File: src/rtl/arm_ctrl_pkg.sv
// rtl/arm_ctrl_pkg.sv - state, mux-select and ALU opcode encodings for the ARM control unit
package arm_ctrl_pkg;

    typedef enum logic [3:0] {
        S_RST     = 4'd0,
        S_FETCH0  = 4'd1,
        S_FETCH1  = 4'd2,
        S_FETCH2  = 4'd3,
        S_DECODE  = 4'd4,
        S_DP_EXEC = 4'd5,
        S_LS_ADDR = 4'd6,
        S_LS_DATA = 4'd7,
        S_LS_WAIT = 4'd8,
        S_LD_WB   = 4'd9,
        S_BR_LINK = 4'd10,
        S_BR_EXEC = 4'd11,
        S_FAULT   = 4'd12
    } state_t;

    // Register-file write address select
    localparam logic [1:0] WRA_RD  = 2'd0;
    localparam logic [1:0] WRA_RN  = 2'd1;
    localparam logic [1:0] WRA_R15 = 2'd2;
    localparam logic [1:0] WRA_R14 = 2'd3;

    // Register-file read port (SRA/SRB) select
    localparam logic [1:0] RS_RN  = 2'd0;
    localparam logic [1:0] RS_RM  = 2'd1;
    localparam logic [1:0] RS_RD  = 2'd2;
    localparam logic [1:0] RS_R15 = 2'd3;

    localparam logic [1:0] SALUB_RF     = 2'd0;
    localparam logic [1:0] SALUB_CONST4 = 2'd1;
    localparam logic [1:0] SALUB_IMM    = 2'd2;
    localparam logic [1:0] SALUB_MDR    = 2'd3;

    localparam logic [1:0] SISE_IMM8ROT = 2'd0;
    localparam logic [1:0] SISE_IMM12   = 2'd1;
    localparam logic [1:0] SISE_IMM24X4 = 2'd2;

    localparam logic [3:0] ALU_ADD = 4'b0100;
    localparam logic [3:0] ALU_SUB = 4'b0010;
    localparam logic [3:0] ALU_MOV = 4'b1101;

    // TST/TEQ/CMP/CMN only update flags
    function automatic logic is_test_op(input logic [3:0] opcode);
        return opcode[3:2] == 2'b10;
    endfunction

endpackage

File: src/rtl/control_unit_cond_eval.sv
// rtl/control_unit_cond_eval.sv - ARM condition-code evaluation against {N,Z,C,V}
module cond_eval (
    input  logic [3:0] cond,
    input  logic [3:0] flags,
    output logic       pass
);
    logic n, z, c, v;
    assign {n, z, c, v} = flags;

    always_comb begin
        pass = 1'b0;
        case (cond)
            4'h0: pass = z;
            4'h1: pass = !z;
            4'h2: pass = c;
            4'h3: pass = !c;
            4'h4: pass = n;
            4'h5: pass = !n;
            4'h6: pass = v;
            4'h7: pass = !v;
            4'h8: pass = c && !z;
            4'h9: pass = !c || z;
            4'ha: pass = (n == v);
            4'hb: pass = (n != v);
            4'hc: pass = !z && (n == v);
            4'hd: pass = z || (n != v);
            4'he: pass = 1'b1;
            default: pass = 1'b0;   // NV: never executes
        endcase
    end
endmodule

File: src/rtl/control_unit.sv
// rtl/control_unit.sv - multicycle ARM control FSM with memory-wait watchdog
module control_unit
    import arm_ctrl_pkg::*;
#(
    parameter int WAIT_MAX = 15,
    parameter int CW       = 4
) (
    input  logic          CLK,
    input  logic          CLR,
    input  logic [31:0]   IR_Out,
    input  logic [3:0]    SR_Flags,
    input  logic          MFC,
    output logic          MFA,
    output logic          RW_RAM,
    output logic [1:0]    DataSize,
    output logic          RF_CLR,
    output logic          RF_RW,
    output logic [1:0]    WRA,
    output logic [1:0]    SRA,
    output logic [1:0]    SRB,
    output logic [1:0]    SALU,
    output logic [1:0]    SISE,
    output logic [1:0]    SALUB,
    output logic [3:0]    ALUA,
    output logic          SSAB,
    output logic          SSOP,
    output logic          SMA,
    output logic          ISO,
    output logic          MAR_EN,
    output logic          SR_EN,
    output logic          SE2_EN,
    output logic          MDR_EN,
    output logic          SHIFTER_EN,
    output logic          IR_EN,
    output logic          SE1_EN,
    output logic          SR_CLR,
    output logic          MAR_CLR,
    output logic          MDR_CLR,
    output logic          IR_CLR,
    output logic          FAULT,
    output logic [CW-1:0] STATE
);
    localparam int CNT_W = $clog2(WAIT_MAX + 1);

    state_t           state, next_state;
    logic [CNT_W-1:0] wait_cnt, wait_cnt_next;
    logic             cond_pass;
    logic             unused_ir;

    assign unused_ir = ^IR_Out[19:0];

    cond_eval u_cond_eval (
        .cond  (IR_Out[31:28]),
        .flags (SR_Flags),
        .pass  (cond_pass)
    );

    always_ff @(posedge CLK) begin
        if (CLR) begin
            state    <= S_RST;
            wait_cnt <= '0;
        end else begin
            state    <= next_state;
            wait_cnt <= wait_cnt_next;
        end
    end

    assign STATE = CW'(state);

    always_comb begin
        next_state    = state;
        wait_cnt_next = '0;
        MFA = 1'b0; RW_RAM = 1'b0; DataSize = 2'b00;
        RF_CLR = 1'b0; RF_RW = 1'b0;
        WRA = WRA_RD; SRA = RS_RN; SRB = RS_RN; SALU = 2'b00;
        SISE = SISE_IMM8ROT; SALUB = SALUB_RF; ALUA = 4'b0000;
        SSAB = 1'b0; SSOP = 1'b0; SMA = 1'b0; ISO = 1'b0;
        MAR_EN = 1'b0; SR_EN = 1'b0; SE2_EN = 1'b0; MDR_EN = 1'b0;
        SHIFTER_EN = 1'b0; IR_EN = 1'b0; SE1_EN = 1'b0;
        SR_CLR = 1'b0; MAR_CLR = 1'b0; MDR_CLR = 1'b0; IR_CLR = 1'b0;
        FAULT = 1'b0;

        case (state)
            S_RST: begin
                RF_CLR = 1'b1; SR_CLR = 1'b1; MAR_CLR = 1'b1;
                MDR_CLR = 1'b1; IR_CLR = 1'b1;
                next_state = S_FETCH0;
            end
            S_FETCH0: begin
                SRB = RS_R15; SALUB = SALUB_RF; ALUA = ALU_MOV; MAR_EN = 1'b1;
                next_state = S_FETCH1;
            end
            S_FETCH1: begin
                MFA = 1'b1; RW_RAM = 1'b1; DataSize = 2'b10; MDR_EN = 1'b1;
                SRA = RS_R15; SALUB = SALUB_CONST4; ALUA = ALU_ADD;
                WRA = WRA_R15; RF_RW = 1'b1;
                next_state = S_FETCH2;
            end
            S_FETCH2: begin
                // IR reloads every wait cycle; its final load lands on the MFC edge
                MFA = 1'b1; RW_RAM = 1'b1; MDR_EN = 1'b1; IR_EN = 1'b1;
                if (MFC)                           next_state = S_DECODE;
                else if (wait_cnt == CNT_W'(WAIT_MAX)) next_state = S_FAULT;
                else                               wait_cnt_next = wait_cnt + CNT_W'(1);
            end
            S_DECODE: begin
                if (!cond_pass) next_state = S_FETCH0;
                else begin
                    case (IR_Out[27:25])
                        3'b000, 3'b001: next_state = S_DP_EXEC;
                        3'b010, 3'b011: next_state = S_LS_ADDR;
                        3'b101:         next_state = IR_Out[24] ? S_BR_LINK : S_BR_EXEC;
                        default:        next_state = S_FETCH0;
                    endcase
                end
            end
            S_DP_EXEC: begin
                SRA = RS_RN; SRB = RS_RM; SALU = 2'b01; SHIFTER_EN = 1'b1;
                SSAB = IR_Out[25];
                SALUB = IR_Out[25] ? SALUB_IMM : SALUB_RF;
                SR_EN = IR_Out[20]; WRA = WRA_RD;
                RF_RW = !is_test_op(IR_Out[24:21]);
                next_state = S_FETCH0;
            end
            S_LS_ADDR: begin
                SRA = RS_RN;
                ALUA = IR_Out[23] ? ALU_ADD : ALU_SUB;
                SALUB = IR_Out[25] ? SALUB_RF : SALUB_IMM;
                SISE = SISE_IMM12; MAR_EN = 1'b1;
                next_state = IR_Out[20] ? S_LS_WAIT : S_LS_DATA;
            end
            S_LS_DATA: begin
                SRB = RS_RD; SALUB = SALUB_RF; ALUA = ALU_MOV; MDR_EN = 1'b1;
                next_state = S_LS_WAIT;
            end
            S_LS_WAIT: begin
                MFA = 1'b1; RW_RAM = IR_Out[20];
                DataSize = IR_Out[22] ? 2'b00 : 2'b10;
                MDR_EN = IR_Out[20];
                if (MFC)                           next_state = IR_Out[20] ? S_LD_WB : S_FETCH0;
                else if (wait_cnt == CNT_W'(WAIT_MAX)) next_state = S_FAULT;
                else                               wait_cnt_next = wait_cnt + CNT_W'(1);
            end
            S_LD_WB: begin
                ISO = 1'b1; WRA = WRA_RD; RF_RW = 1'b1;
                next_state = S_FETCH0;
            end
            S_BR_LINK: begin
                SRB = RS_R15; SALUB = SALUB_RF; ALUA = ALU_MOV;
                WRA = WRA_R14; RF_RW = 1'b1;
                next_state = S_BR_EXEC;
            end
            S_BR_EXEC: begin
                SRA = RS_R15; SE1_EN = 1'b1; SISE = SISE_IMM24X4;
                SALUB = SALUB_IMM; ALUA = ALU_ADD; WRA = WRA_R15; RF_RW = 1'b1;
                next_state = S_FETCH0;
            end
            S_FAULT: begin
                FAULT = 1'b1;
                next_state = S_FAULT;
            end
            default: next_state = S_RST;
        endcase
    end
endmodule
File: config.mk
export PLATFORM = sky130hd
export DESIGN_NAME = control_unit
export DESIGN_NICKNAME = d
export VERILOG_FILES = /design/src/rtl/arm_ctrl_pkg.sv /design/src/rtl/control_unit_cond_eval.sv /design/src/rtl/control_unit.sv
export SDC_FILE = /design/constraint.sdc
export NUM_CORES = 1
export LEC_CHECK = 0
export ABC_AREA = 0
export CAP_MARGIN = 20
export CORE_ASPECT_RATIO = 1.75
export CORE_MARGIN = 1
export CORE_UTILIZATION = 35
export CTS_CLUSTER_SIZE = 14
export DETAILED_ROUTE_END_ITERATION = 16
export HOLD_SLACK_MARGIN = 0.05
export PLACE_DENSITY_LB_ADDON = 0.1
export SLEW_MARGIN = 20
export SYNTH_ARGS = -nofsm -noshare
export SYNTH_HDL_FRONTEND = slang
export SYNTH_SLANG_ARGS = --single-unit
File: constraint.sdc
create_clock -name CLK -period 2.29 [get_ports CLK]
set_input_delay 0.3435 -clock CLK [delete_from_list [all_inputs] [get_ports CLK]]
set_output_delay 0.3435 -clock CLK [all_outputs]
set_load 0.005 [all_outputs]
==> results of run 1 <==
[cell type report]
class | instances | area (um2)
clock buffers | 3 | 41.3
fillers | 282 | 1240
inverters | 8 | 30.0
multi-input cells | 133 | 797
flip-flops and latches | 8 | 165
well taps | 42 | 52.6
repair buffers | 67 | 638
[worst max-delay path: stages (launching register included)]
cell and delay, ps:
dfxtp_2 350, nand2b_1 290, nor2_2 200, o21ai_0 110, o21ai_0 90, clkdlybuf4s50_1 540
[how the worst min path moves through the flow]
stage,to,slack [ps],cells after the start
after global placement,wait_cnt[0],430,1
after global routing,wait_cnt[0],470,1
after floorplan,wait_cnt[0],420,1
final,wait_cnt[0],440,1
after CTS,wait_cnt[0],450,1
after detailed placement,wait_cnt[0],440,1
[through the flow]
| stage | setup WS [ps] | utilization [%] | total power (uW) | instances | hold slack (ps) |
|---|---|---|---|---|---|
| 2_1_floorplan | 463 | - | 720 | 173 | 418 |
| 4_1_cts | 34.2 | 57.7 | 1400 | 261 | 446 |
| 6_report | 134 | 58.2 | 1400 | 261 | 443 |
| 3_3_place_gp | 52.3 | 56.3 | 1220 | 258 | 434 |
| 3_5_place_dp | 1.92 | 56.3 | 1230 | 258 | 438 |
| 5_1_grt | 7.92 | 58.2 | 1500 | 261 | 468 |
[state kept, by name, indices dropped and copies added (netlist names)]
register	flops
STATE	4
wait_cnt	4
[cell families after synthesis]
family	Yosys count	synth area share [%]
AOI/OAI and AO/OA	47	28.7
xor gates and xnor gates	4	3.14
adders and majority gates	1	1.12
buffers and inverters	32	16.6
DFF	8	14.4
muxes	3	2.81
other	1	0.336
and+or+nand+nor	73	32.9
[routing by layer]
layer / routed length [um] / track usage, % / vias to the layer above
met5: 0 / 0 / -
met4: 58 / 8.18 / 0
met3: 219 / 2.35 / 6
met2: 1920 / 39.7 / 62
met1: 1300 / 18.2 / 667
li1: - / - / 687
[cell usage after synthesis, drive strengths merged (3+ instances only)]
library cell / instances
o22ai: 5
dfxtp: 8
nor3: 10
o21ai: 12
a21oi: 6
buf: 18
nand2b: 13
or2: 3
nand3: 6
o31ai: 4
nor2: 21
clkbuf: 6
nand2: 9
inv: 8
[power by group]
group | switching (uW) | total [uW] | internal [uW]
combinational | 426 | 1030 | 600
clock | 52.4 | 166 | 114
sequential | 45.0 | 211 | 166
total | 524 | 1400 | 879
[cell usage in the layout, fill, tap and decap left out, drive strengths merged, types with 6 or more instances in the layout]
master	synthesis	final
nand2b	13	13
nor2	21	21
dfxtp	8	8
nor3	10	10
clkdlybuf4s50	0	54
buf	18	13
inv	8	8
nand2	9	9
nand3	6	6
a21oi	6	6
o21ai	12	12
[timing repair]
| action | 4_1_cts | 5_1_grt |
|---|---|---|
| resized for setup | 2 | 6 |
| endpoints found under the setup margin | 3 | 9 |
| hold endpoints to repair | 0 | 0 |
==> results.tsv, run 1 <==
metric	value	unit
WL/cell	13.4	um
mean post-synth cell area	6.60	um2
final setup fails	0	
Clock Path Buffers	2	
hpwl dp	2770	um
placed cell area	1670	um2
share of cells above drive strength 1	12.8	%
Detailed Route Iter0 Violations	48	
Crit Reg-Reg Endpoint	STATE[0]	
first-pass GRT wire length	5400	um
CTS root buf	clkbuf_8	
Num CTS Buffers	3	
Seq/Total Area, Yosys	14.4	%
Synth area leaders	dfxtp_1 (14%), buf_4 (10%), nand2b_1 (7.3%)	
post-CTS setup buffers	0	
EDFF count, synth	0	
min-delay src	wait_cnt[0]	
maxcap violations	0	
crit path launch	STATE[1]	
diode count	0	
Arr. time, crit path	1810	ps
Post-CTS Hold Fix Bufs	0	
Core Area	2960	um2
Die Ht	76.7	um
routability cong.	0.955	
worst r2r src	STATE[1]	
Clock transition at path regs	40	ps
setup tns final	0	ps
Worst Setup EP	RF_RW	
CP endpoint kind	output port	
fmax	464	MHz
Final Cell Area	1720	um2
Worst IR Drop VDD	0.000450	V
largest net degree at the start of global routing	16	
Die Wd	44.7	um
register bit total from synthesis	8	
TritonRoute pass-1 iters	4	
site row count	26	
vias in the first global route	1309	
CTS tree	yes	
Synth async-reset ratio	0	%
Setup CP Type	flop to output port	
Cell Area, Synth	1110	um2
CTS H-tree depth	1	
Yosys top cell by area	dfxtp_1	
Total Wirelength	3500	um
total track usage	19.8	%
Synth top area share	14.4	%
synthesized instance count	169	
Min Clock Period, post-route	2160	ps
status	complete, no violations	
crit share post-route	94.1	%
type of origin of the critical path	flop	
Die ar.	3420	um2
Req. time, crit path	1950	ps
Worst-Skew Late Latency	230	ps
I/O pins	81	
area delta synth->final	54.7	%
Remaining DRCs	0	
Final Skew	0.250	ps
vias per cell	5.45	
top_reg_cell synth	dfxtp_1	
CP Max Fanout	8	
LEAKAGE	0.000669	uW
RSZ-0062 raised after global routing	false	
clock sinks	8	
pwr dens	814	nW/um2
Final #Nets	261	
Vias	1422	
GRT overflow	0	
initial antenna violation count	0	
PortBufs	54	
r2r setup slk	710	ps
yosys warns	0	
Starting Density	37.7	%
Max Slew Vio Count	0	
post-synth cell types	49	
final hold vios	0	
Antenna Violating Nets Remaining	0	
R2R cell count	4	
HP Class	flop to flop	
Note: power is estimated with default switching activity, not from simulation.
==> run 2, diff against run 1 <==
--- a/config.mk
+++ b/config.mk
@@ -6,7 +6,6 @@
 export NUM_CORES = 1
 export LEC_CHECK = 0
 export ABC_AREA = 0
-export CAP_MARGIN = 20
 export CORE_ASPECT_RATIO = 1.75
 export CORE_MARGIN = 1
 export CORE_UTILIZATION = 35
==> results of run 2 <==
Same layout as run 1: the final DEF is identical, and so are final timing and power.
==> patch 1: new RTL, settings of run 1 <==
Add an input register stage for `CLR`, `SR_Flags` and `MFC`; this delays them by one clock. The other inputs are not delayed to match. Comments in the files are not updated.
--- a/src/rtl/control_unit.sv
+++ b/src/rtl/control_unit.sv
@@ -44,2 +44,12 @@
 
+    logic CLR_q;
+    logic [3:0] SR_Flags_q;
+    logic MFC_q;
+
+    always_ff @(posedge CLK) begin
+        CLR_q      <= CLR;
+        SR_Flags_q <= SR_Flags;
+        MFC_q      <= MFC;
+    end
+
     state_t           state, next_state;
@@ -53,3 +63,3 @@
         .cond  (IR_Out[31:28]),
-        .flags (SR_Flags),
+        .flags (SR_Flags_q),
         .pass  (cond_pass)
@@ -58,3 +68,3 @@
     always_ff @(posedge CLK) begin
-        if (CLR) begin
+        if (CLR_q) begin
             state    <= S_RST;
@@ -101,3 +111,3 @@
                 MFA = 1'b1; RW_RAM = 1'b1; MDR_EN = 1'b1; IR_EN = 1'b1;
-                if (MFC)                           next_state = S_DECODE;
+                if (MFC_q)                           next_state = S_DECODE;
                 else if (wait_cnt == CNT_W'(WAIT_MAX)) next_state = S_FAULT;
@@ -139,3 +149,3 @@
                 MDR_EN = IR_Out[20];
-                if (MFC)                           next_state = IR_Out[20] ? S_LD_WB : S_FETCH0;
+                if (MFC_q)                           next_state = IR_Out[20] ? S_LD_WB : S_FETCH0;
                 else if (wait_cnt == CNT_W'(WAIT_MAX)) next_state = S_FAULT;
Function: changed (a bounded check fails within 4 cycles, from zero or initial values).
==> patch 1 against run 1 <==
Final area is 6.9% higher; synthesized area is 12% higher; sequential share of layout area is 5.8 points higher; utilization is 4.0 points lower; sequential cell count is 6 higher; worst setup slack worse by 0.093 ns; wire length is 3.0% lower; largest cell class unchanged.
Power is not compared: it rests on default switching activity, and its combinational part moved more than twofold at a synthesized area within 25%.
==> patch 1: results <==
[timing]
setup_viol = 0
hold_violations = 0
skew_ns = 0.00289

[route]
wirelength_um = 3400
num_vias = 1319
drtIter0Drc = 13

[setup_path]
worstPathMaxFanout = 6
worstPathArrival_ns = 1.91
slowest_stage = clkdlybuf4s50_1
cpPeakStageDelay_ns = 0.46
critPathTopFamily = simple AND/OR/NAND/NOR gates

[cts]
clkTransAtPathRegs_ns = 0.06
clk_latency_ns = 0.24
htree_levels = 1
numCtsBuffers = 3
cts_root_buf = clkbuf_8
post_cts.repair.setup_buffers = 0

[grt]
grt_pass1_vias = 1237
grt_pass1_wl_um = 5230
grt_usage_pct = 18.7

[worst_hold_path]
hp-class = flop to flop

[yosys]
synth.distinct_cells = 46
yosys_warnings = 0
synth_common_cells = nor2_1 (23), buf_4 (14), dfxtp_1 (14), nand2_1 (9), o21ai_0 (9)
synthTopCellsByArea = dfxtp_1 (22%), buf_4 (8.4%), nor2_1 (6.9%)
async_reset_ff_share_pct = 0
ys_seq_area_share_pct = 22.4
ys_dominant_reg_cell = dfxtp_1

[placement]
gp_congestion = 0.786
port_buffers = 54
dp.final_hpwl_um = 2840

[status]
outcome = finished clean

[finish]
fillers = 351
num-nets-final = 257
layout-drive-gt1-share_pct = 13.0

[power_and_ir_drop]
ir_drop_mv = 0.428

[floorplan]
core_area_mm2 = 0.00340
[patch 1: cell count changes after synthesis, sizes merged, moves of 4 or more]
cell,change
inv,-4
nor3,-8
nand2b,-6
and3b,+4
dfxtp,+6
[patch 1: logic make-up (layout without fill, tap and decap cells)]
logic type | after synthesis | count (layout) | synth area share [%]
xor gates and xnor gates | 4 | 4 | 2.81
other | 1 | 5 | 0.300
DFF | 14 | 14 | 22.4
buffers and inverters | 29 | 73 | 14.0
AOI/OAI and AO/OA | 42 | 42 | 22.6
muxes | 4 | 4 | 3.31
adders and majority gates | 1 | 1 | 1.00
and+or+nand+nor | 73 | 73 | 33.5
[patch 1: layer usage]
layer | routed length (um) | global-route usage, % | vias up
met1 | 1250 | 15.9 | 606
met5 | 0 | 0 | -
met3 | 91 | 1.33 | 5
met4 | 41 | 6.00 | 0
met2 | 2020 | 40.1 | 38
li1 | - | - | 670
[patch 1: path summary, 6_finish.rpt]
check | cells after the start | endpoint | slack, ns | from
max | 5 | SALUB[1] | 0.04 | STATE[1]
min | 1 | wait_cnt[0] | 0.45 | wait_cnt[0]
max reg2reg | 5 | STATE[0] | 0.76 | SR_Flags_q[3]
min reg2reg | 1 | wait_cnt[0] | 0.45 | wait_cnt[0]
[patch 1: stage by stage]
step / area [um2] / std cells / total power, mW / setup slack, ns
after floorplan: 1260 / 172 / 0.435 / 0.646
after global placement: 1780 / 257 / 0.569 / 0.115
after detailed placement: 1780 / 257 / 0.577 / 0.0671
after CTS: 1840 / 261 / 0.813 / 0.0157
after global routing: 1840 / 261 / 0.849 / -0.0475
final: 1840 / 261 / 0.805 / 0.0410
[patch 1: what timing repair did]
action,4_1_cts,5_1_grt
setup endpoints to repair,13,12
hold buffers,0,0
resized for setup,4,2
cloned,0,0
[patch 1: worst reg2reg max path, delay by kind of cell (launching register included)]
| family | cells | cell delay [ns] |
|---|---|---|
| compound gates | 4 | 0.68 |
| simple gates | 1 | 0.39 |
| flops | 1 | 0.35 |
[patch 1: layout make-up]
type / instances / area [um2] / share of cell area, %
multi-input combinational: 129 / 811 / 44.0
timing repair buffer: 65 / 622 / 33.7
sequential: 14 / 284 / 15.4
tap: 45 / 56.3 / 3.05
clock buffer: 4 / 55.1 / 2.99
inverter: 4 / 15.0 / 0.815
[patch 1: where the power goes]
part	internal [mW]	switching [mW]
clock network	0.152	0.0822
registers	0.255	0.0183
logic	0.176	0.121
total	0.583	0.222
==> patch 2: new RTL, flow settings as in run 1 <==
Without the edit above. Set the parameter `CW` to 5 (it was 4).
--- a/src/rtl/control_unit.sv
+++ b/src/rtl/control_unit.sv
@@ -5,3 +5,3 @@
     parameter int WAIT_MAX = 15,
-    parameter int CW       = 4
+    parameter int CW       = 5
 ) (
Ports: changed (resized STATE); port bits go from 81 to 82. No check against the original RTL was run, so the function may have changed too.
==> patch 2 against run 1 <==
Synthesized area is 4.2% higher; global-route usage is 0.093 points higher; wire length shrank 4.6%; total power fell by 32%; largest cell class unchanged; sequential cell count stayed put; final area rose by 1.4%; count of clock-buffer cells in the layout unchanged; sequential power fell by 10%; worst setup slack worse by 0.042 ns.
==> patch 2: results <==
[setup_path]
worstPathMaxFanout = 10
slowest_stage = or3b_2
reg2regPathDepth = 6
timing.rr.start = state[3]

[grt]
grt_pass1_vias = 1263
grt_usage_pct = 19.9
use_met3_pct = 2.07
use_met1_pct = 20.2

[route]
num_vias = 1365
wl_met2_um = 1970
route.layer.met1.wl_um = 1220
drtIter0Drc = 34
viasPerCell = 5.25
drt-wirelength-per-cell_um = 12.8

[finish]
inverters = 7
multi_input_area_share_pct = 48.0
buffer_area_share_pct = 35.6
seq_share_pct = 9.45
final-clk-cell-share_pct = 2.36

[placement]
gp_congestion = 0.897
dp.cells = 257

[power_and_ir_drop]
leakage_nw = 0.693
comb-power_uw = 593

[yosys]
synth_xor_xnor_area_share_pct = 3.02
synthTopCellsByArea = dfxtp_1 (14%), buf_4 (9.1%), nor2_1 (7.8%)
syn_inst = 170
synthMuxAreaShare_pct = 2.69

[status]
outcome = finished clean

[timing]
skew_ns = 0.00172
hold_slack_ns = 0.446
## patch 2: logic make-up (layout without fill, tap and decap cells)
| logic type | count (synthesis) | in the layout |
|---|---|---|
| AO/OA/AOI/OAI | 46 | 46 |
| XOR/XNOR | 4 | 4 |
| AND/OR/NAND/NOR | 74 | 74 |
| flip-flops | 8 | 8 |
| adder cells (fa/ha/maj) | 1 | 1 |
| buffers and inverters | 33 | 75 |
| multiplexers | 3 | 3 |
| other | 1 | 6 |
## patch 2: timing repair
item                                    in CTS  in global routing
hold buffers                                 0                  0
endpoints found under the setup margin       6                 24
gates resized for setup                      2                  5
## patch 2: worst max-delay path by stage
stage	startpoint	to	slack, ns	cells after the start
floorplan	state[2]	ALUA[3]	0.53	5
global placement	IR_Out[20]	MDR_EN	0.14	4
detailed placement	IR_Out[20]	MDR_EN	0.16	4
CTS	state[1]	ALUA[3]	0.002	4
global route	state[1]	SRA[1]	0.02	4
finish	state[3]	MFA	0.09	3
